<file path="config.mk">
export PLATFORM = sky130hd
export DESIGN_NAME = crc_nrzi_frame_ctrl
export DESIGN_NICKNAME = d
export VERILOG_FILES = /design/src/rtl/crc_nrzi_frame_ctrl.sv
export SDC_FILE = /design/constraint.sdc
export NUM_CORES = 1
export LEC_CHECK = 0
export ABC_AREA = 1
export CORE_UTILIZATION = 50
export DETAILED_ROUTE_END_ITERATION = 10
export GPL_TIMING_DRIVEN = 0
export PLACE_DENSITY_LB_ADDON = 0.1
export SKIP_CTS_REPAIR_TIMING = 1
export SYNTH_ARGS = -nofsm -noshare
export SYNTH_HDL_FRONTEND = slang
export SYNTH_SLANG_ARGS = --single-unit
</file>
<file path="constraint.sdc">
create_clock -name clk_i -period 1.4 [get_ports clk_i]
set_input_delay 0.35 -clock clk_i [delete_from_list [all_inputs] [get_ports clk_i]]
set_output_delay 0.35 -clock clk_i [all_outputs]
set_load 0.1 [all_outputs]
</file>
<file path="src/rtl/crc_nrzi_frame_ctrl.sv">
// Frame sequencer for the serial CRC + NRZI transmit path: collects a serial payload through the
// CRC engine, waits for the CRC, streams {payload, crc} MSB-first and then holds an idle gap.
module crc_nrzi_frame_ctrl #(
  parameter int unsigned DATA_W     = 32,
  parameter int unsigned CRC_W      = 16,
  parameter int unsigned GAP_CYCLES = 2,
  parameter int unsigned CRC_TMO    = 64
) (
  input  logic             clk_i,
  input  logic             reset_i,
  input  logic             start_i,
  input  logic             data_i,
  input  logic             crc_done_i,
  input  logic [CRC_W-1:0] crc_i,
  output logic             crc_clr_o,
  output logic             crc_en_o,
  output logic             crc_bit_o,
  output logic             nrzi_bit_o,
  output logic             nrzi_valid_o,
  output logic             busy_o,
  output logic             frame_done_o,
  output logic             crc_err_o
);

  localparam int unsigned FrameW  = DATA_W + CRC_W;
  localparam int unsigned MaxA    = (FrameW > CRC_TMO) ? FrameW : CRC_TMO;
  localparam int unsigned CntMax  = (MaxA > GAP_CYCLES) ? MaxA : GAP_CYCLES;
  localparam int unsigned CntW    = $clog2(CntMax + 1);
  localparam int unsigned GapLastI = (GAP_CYCLES > 0) ? (GAP_CYCLES - 1) : 0;

  localparam logic [CntW-1:0] CollectLast = CntW'(DATA_W - 1);
  localparam logic [CntW-1:0] TmoLast     = CntW'(CRC_TMO - 1);
  localparam logic [CntW-1:0] FrameLast   = CntW'(FrameW - 1);
  localparam logic [CntW-1:0] GapLast     = CntW'(GapLastI);

  typedef enum logic [2:0] {
    StIdle,
    StCollect,
    StWaitCrc,
    StShift,
    StGap
  } state_e;

  state_e             r_state;
  state_e             w_state_d;
  logic [CntW-1:0]    r_cnt;
  logic [DATA_W-1:0]  r_payload;
  logic [FrameW-1:0]  r_shift;
  logic               r_crc_en;
  logic               r_crc_bit;
  logic               r_crc_err;
  logic               w_tmo;

  always_ff @(posedge clk_i) begin
    if (reset_i) begin
      r_state <= StIdle;
    end else begin
      r_state <= w_state_d;
    end
  end

  always_comb begin
    w_state_d = r_state;
    w_tmo     = 1'b0;
    unique case (r_state)
      StIdle: begin
        if (start_i) w_state_d = StCollect;
      end
      StCollect: begin
        if (r_cnt == CollectLast) w_state_d = StWaitCrc;
      end
      StWaitCrc: begin
        if (crc_done_i) begin
          w_state_d = StShift;
        end else if (r_cnt == TmoLast) begin
          w_state_d = StIdle;
          w_tmo     = 1'b1;
        end
      end
      StShift: begin
        if (r_cnt == FrameLast) w_state_d = (GAP_CYCLES == 0) ? StIdle : StGap;
      end
      StGap: begin
        if (r_cnt == GapLast) w_state_d = StIdle;
      end
      default: w_state_d = StIdle;
    endcase
  end

  // One shared counter restarts at every state change, so each state counts from zero.
  always_ff @(posedge clk_i) begin
    if (reset_i) begin
      r_cnt     <= '0;
      r_payload <= '0;
      r_shift   <= '0;
      r_crc_en  <= 1'b0;
      r_crc_bit <= 1'b0;
      r_crc_err <= 1'b0;
    end else begin
      if ((r_state == StIdle) || (w_state_d != r_state)) begin
        r_cnt <= '0;
      end else begin
        r_cnt <= r_cnt + CntW'(1);
      end
      r_crc_en  <= (r_state == StCollect);
      r_crc_bit <= (r_state == StCollect) ? data_i : 1'b0;
      r_crc_err <= w_tmo;
      if (r_state == StCollect) begin
        r_payload <= {r_payload[DATA_W-2:0], data_i};
      end
      if ((r_state == StWaitCrc) && crc_done_i) begin
        r_shift <= {r_payload, crc_i};
      end else if (r_state == StShift) begin
        r_shift <= {r_shift[FrameW-2:0], 1'b0};
      end
    end
  end

  assign crc_clr_o    = (r_state == StIdle) && start_i && !reset_i;
  assign crc_en_o     = r_crc_en;
  assign crc_bit_o    = r_crc_bit;
  assign nrzi_valid_o = (r_state == StShift);
  assign nrzi_bit_o   = nrzi_valid_o && r_shift[FrameW-1];
  assign busy_o       = (r_state != StIdle);
  assign frame_done_o = nrzi_valid_o && (r_cnt == FrameLast);
  assign crc_err_o    = r_crc_err;

endmodule
</file>
## Yosys cells after proc, flatten, opt, wreduce, memory -nomap -nowiden

Cells that the tools add are included.

- Flip-flop bits (word level): 93
- Bits of input ports: 21
- Logic and storage cells: 42

- Add/subtract/negate cells: 1
- Equality and inequality tests: 9
- Multiplexer cells: 10
- Bitwise logic cells: 2
- Reductions and logical operators: 13

Operators by type and width:

| cell | count |
|---|---|
| 48-bit 2-to-1 mux | 2 |
| 3-bit 2-to-1 mux | 6 |
| 3-bit one-hot mux with 5 select lines | 1 |
| 7-bit by 6-bit equality test with 1-bit output, second input constant | 2 |
| 7-bit by 1-bit adder with 7-bit output, second input constant | 1 |
| 7-bit by 1-bit equality test with 1-bit output, second input constant | 1 |
| 7-bit by 5-bit equality test with 1-bit output, second input constant | 1 |
| 3-bit by 2-bit equality test with 1-bit output, second input constant | 2 |
| 1-bit logical AND | 5 |
| 2-bit OR reduction | 2 |
| 3-bit by 1-bit equality test with 1-bit output, second input constant | 1 |
| 3-bit equality test, second input constant | 1 |
| 3-bit logical NOT | 1 |
| 3-bit inequality test | 1 |
| 3-bit nonzero test | 1 |
| 3-bit OR reduction | 1 |
| 1-bit NOT | 2 |
| 2-bit nonzero test | 1 |
| 1-bit logical NOT | 1 |
| 1-bit logical OR | 1 |
| 1-bit 2-to-1 mux | 1 |

## Logic depth before layout (Yosys ltp)

- Depth after elaboration: 7
- Depth in mapped cells: 11

## Worst setup path after synthesis

No wires, ideal clock.

- Path type: reg2out
- Start: reg r_state[1]
- End: out nrzi_bit_o
- Arrival: 2.241 ns
- Required time: 1.050 ns
- Path slack: -1.191 ns
- Stages on the path, launching flop included: 7
- Path through: dfxtp_1 -> inv_1 -> nor2_4 -> inv_2 -> buf_6 -> buf_2 -> nor2_1

- Cells in the longest elaborated chain, start to end: 2

RTL lines:

| element | line | text |
|---|---|---|
| start, declared | 44 | `state_e r_state;` |
| start signal, assigned | 56 | `r_state <= StIdle;` |
| start signal, assigned | 58 | `r_state <= w_state_d;` |
| 3-bit by 2-bit equality test with 1-bit output | 122 | `assign nrzi_valid_o = (r_state == StShift);` |
| 1-bit logical AND | 123 | `assign nrzi_bit_o = nrzi_valid_o && r_shift[FrameW-1];` |
| end, declared | 18 | `output logic nrzi_bit_o,` |

No other way between the ends.

## Worst setup path in the final report

- Start: reg r_state[2]
- End: out nrzi_bit_o

The elaborated chain is that of the path after synthesis.

==> metrics.yaml <==
status:
  run_status: "finished with violations"
  failing_checks: "setup timing"
place:
  dp_slack_ns: -1.264
  dpl_cell_area_um2: 4378
  place_hpwl_um: 5583
  finalWeightedCongestion: 0.8452
  port_buffers: 27
worst_setup_path:
  kind_of_end_point_of_the_critical_path: "primary output"
  cp-start-kind: "flop"
  timing.critical_path.fanout_max: 8
  r2r_depth: 11
  critPathBufInv: 5
  critical_path_class: "flop to primary output"
  worst_path_most_repeated_cell: "sky130_fd_sc_hd__nor2_4"
  cpPeakStageDelay_ns: 0.36
  required_ns: 1.05
  critical_path.slowest_cell: "sky130_fd_sc_hd__dfxtp_4"
  cp_top_family: "buffers and inverters"
  critical_path_cell_count: 8
  path_cells: "inv_4 -> nand2_4 -> nor2_4 -> inv_2 -> buf_6 -> buf_8 -> nor2_4 -> buf_12"
  critical_path_arrival_ns: 1.64
sta:
  worst_hold_slack_ns: 0.3674
  final.min_clock_period_ns: 1.989
  setup_ws_ns: -0.5889
  setup_viol_count_final: 90
  timing_worst_slew_pin_value_ns: 0.4781
  rsz0062_at_grt: "yes"
  timing.clock.skew_ns: 0.01520
  remaining_max_slew_budget_at_the_tightest_pin_pct: 68.01
  post-route-period-util_pct: 142.1
  finalMaxSlewViolations: 0
  fmax_mhz: 502.8
  final-hold-violation-count: 0
clock_tree:
  root_buffer_master: "sky130_fd_sc_hd__clkbuf_8"
  cts.sink_count: 93
  clock_path_buffers: 2
  count_of_h_tree_levels_built_during_cts: 3
  clk_lat_worst_skew_ns: 0.35
  tritoncts: "built"
  clock_pin_slew_on_the_worst_setup_and_hold_paths_ns: 0.08
  tritoncts.num_buffers: 9
synthesis:
  main_combinational_cell_family_by_area_after_synthesis: "simple AND/OR/NAND/NOR gates"
  fraction_of_the_mapped_netlist_area_in_compound_gates_pct: 18.55
  ys_types: 27
  post_synth_and_or_nand_nor_area_fraction_pct: 18.97
  synth-adder-area-share_pct: 0.6343
  yosys.area_share.xor_xnor_pct: 0.8880
  post_synth_mux_area_share_pct: 0
  synthesis.nets: 567
  synth.ff_latch_count: 93
  synth_warnings: 0
  synth_sequential_area_ratio_pct: 47.19
  syn-cell-area_um2: 3945
  syn_area_per_cell_um2: 7.252
  post_synth_inst_count: 544
drt:
  drt_iter0_markers: 139
  via_per_inst: 4.970
  avgRoutedWirePerCell_um: 12.10
  ant_nets: 0
  drt_pre_antenna_iters: 4
  detail_route.wirelength_um: 8470
  drc: 0
  routed-via-count: 3479
layout:
  nets: 617
  synthToLayoutAreaGrowth_pct: 22.23
  fin_area_um2: 4822
  post_route_cells_drive_above_1_share_pct: 14.72
  antenna_cells_inserted: 0
grt:
  grt_start_max_net_pins: 15
  wire_length_of_the_first_global_routing_pass_um: 14210
  grt_pass1_vias: 3204
  grt_residual_overflow: 0
  grt_antenna_before_repair: 0
  track_usage_pct: 21.00
power_and_ir_drop:
  leakagePower_nw: 2.054
  vdd.ir_drop.worst_mv: 0.6030
  power_density_nw_per_um2: 1021
  power_mw: 4.922
floorplanning:
  die-area_um2: 8249
  die_height_um: 90.83
  dieWidth_um: 90.83
  core_area_um2: 7687
  start_util_pct: 51.32
  fp-row-count: 32
  ioPinCount: 29
worst_hold_path:
  hold_path.class: "primary input to flop"
  hold_path_depth: 2
job:
  drv.max_cap_violation_count: 0
==> area by class of cell <==
cell class	count	area (um2)
sequential	93	1871
buffer	29	160.2
inverter	109	417.9
multi-input combinational	313	1678
clock buffer	11	141.4
tap	102	127.6
timing repair buffer	39	377.9
clock inverter	4	48.80
fill	727	2865
==> synth_stat cells (all sizes together) <==
library cell | n | area share, %
nand2 | 144 | 14
inv | 109 | 10
dfxtp | 93 | 47
a21oi | 35 | 4.5
o21ai | 33 | 4.2
nor2 | 32 | 3.2
o211ai | 28 | 5.3
buf | 20 | 2.5
o221ai | 17 | 3.8
nand3 | 10 | 1.4
clkbuf | 9 | 0.86
a31oi | 2 | 0.32
ha | 2 | 0.63
nor3 | 2 | 0.25
xnor2 | 2 | 0.44
xor2 | 2 | 0.44
a22oi | 1 | 0.19
a31o | 1 | 0.22
and3 | 1 | 0.16
nand4 | 1 | 0.16
==> worst paths after layout <==
kind / from / slack [ns] / to
worst min-delay path: reset_i / 0.37 / crc_en_o
worst max-delay path: r_state[2] / -0.59 / nrzi_bit_o
worst max register to register: r_state[2] / -0.32 / r_cnt[0]
worst min register to register: r_cnt[0] / 0.45 / r_cnt[0]
==> logic make-up after synthesis <==
family                   count (synthesis)
AND/OR/NAND/NOR                        190
buffers and inverters                  138
AO/OA/AOI/OAI                          117
flip-flops                              93
XOR/XNOR                                 4
adder cells (fa/ha/maj)                  2
==> sequential cells by signal, summed over array words and instances (netlist names) <==
register / cells
crc_en_o: 1
crc_bit_o: 1
r_shift: 48
crc_err_o: 1
r_cnt: 7
r_payload: 32
r_state: 3
==> metal layers <==
metal	vias to the layer above	part of all wire, %	GRT usage [%]	wire, um
met5	-	0	0	0
met2	65	46	35.10	3927
met1	1594	49	27.25	4134
li1	1811	-	-	-
met3	9	3.6	2.946	305
met4	0	1.2	8.466	103
==> stage by stage <==
| step | TNS [ns] | cells | util, % |
|---|---|---|---|
| after floorplan | -3.602 | 544 | - |
| after global placement | -38.14 | 673 | 56.95 |
| after detailed placement | -39.04 | 673 | 56.95 |
| after CTS | -29.56 | 688 | 59.42 |
| after global routing | -29.99 | 700 | 62.73 |
| final | -17.89 | 700 | 62.73 |
==> layout by cell type, fill, tap and decap left out, types with 2 or more instances in the layout <==
cell | synthesis | final
sky130_fd_sc_hd__a31oi_1 | 2 | 2
sky130_fd_sc_hd__o211ai_1 | 28 | 28
sky130_fd_sc_hd__nor2_2 | 0 | 4
sky130_fd_sc_hd__o21ai_0 | 33 | 33
sky130_fd_sc_hd__xnor2_1 | 2 | 2
sky130_fd_sc_hd__nand2_1 | 143 | 141
sky130_fd_sc_hd__buf_6 | 1 | 7
sky130_fd_sc_hd__buf_1 | 5 | 5
sky130_fd_sc_hd__o221ai_2 | 0 | 6
sky130_fd_sc_hd__clkbuf_8 | 0 | 10
sky130_fd_sc_hd__clkinv_2 | 0 | 2
sky130_fd_sc_hd__clkbuf_1 | 9 | 9
sky130_fd_sc_hd__buf_4 | 0 | 9
sky130_fd_sc_hd__a21oi_1 | 34 | 34
sky130_fd_sc_hd__dfxtp_2 | 0 | 4
sky130_fd_sc_hd__clkdlybuf4s50_1 | 0 | 19
sky130_fd_sc_hd__o221ai_1 | 17 | 11
sky130_fd_sc_hd__clkbuf_4 | 0 | 5
sky130_fd_sc_hd__nor2_1 | 31 | 22
sky130_fd_sc_hd__nand2_2 | 1 | 2
sky130_fd_sc_hd__nand3_1 | 9 | 6
sky130_fd_sc_hd__inv_1 | 105 | 102
sky130_fd_sc_hd__nor3_1 | 2 | 2
sky130_fd_sc_hd__inv_2 | 4 | 4
sky130_fd_sc_hd__inv_4 | 0 | 2
sky130_fd_sc_hd__nand3_2 | 1 | 2
sky130_fd_sc_hd__nor2_4 | 1 | 6
sky130_fd_sc_hd__buf_2 | 14 | 11
sky130_fd_sc_hd__nand3_4 | 0 | 2
sky130_fd_sc_hd__dfxtp_1 | 93 | 88
sky130_fd_sc_hd__xor2_1 | 2 | 2
sky130_fd_sc_hd__buf_12 | 0 | 2
==> power breakdown <==
group          switching [mW]  total (mW)  internal, mW
clock network           0.883        1.75         0.864
registers              0.0430        2.77          2.73
logic                   0.265       0.401         0.136
total                    1.19        4.92          3.73
Note: power is estimated with default switching activity, not from simulation.
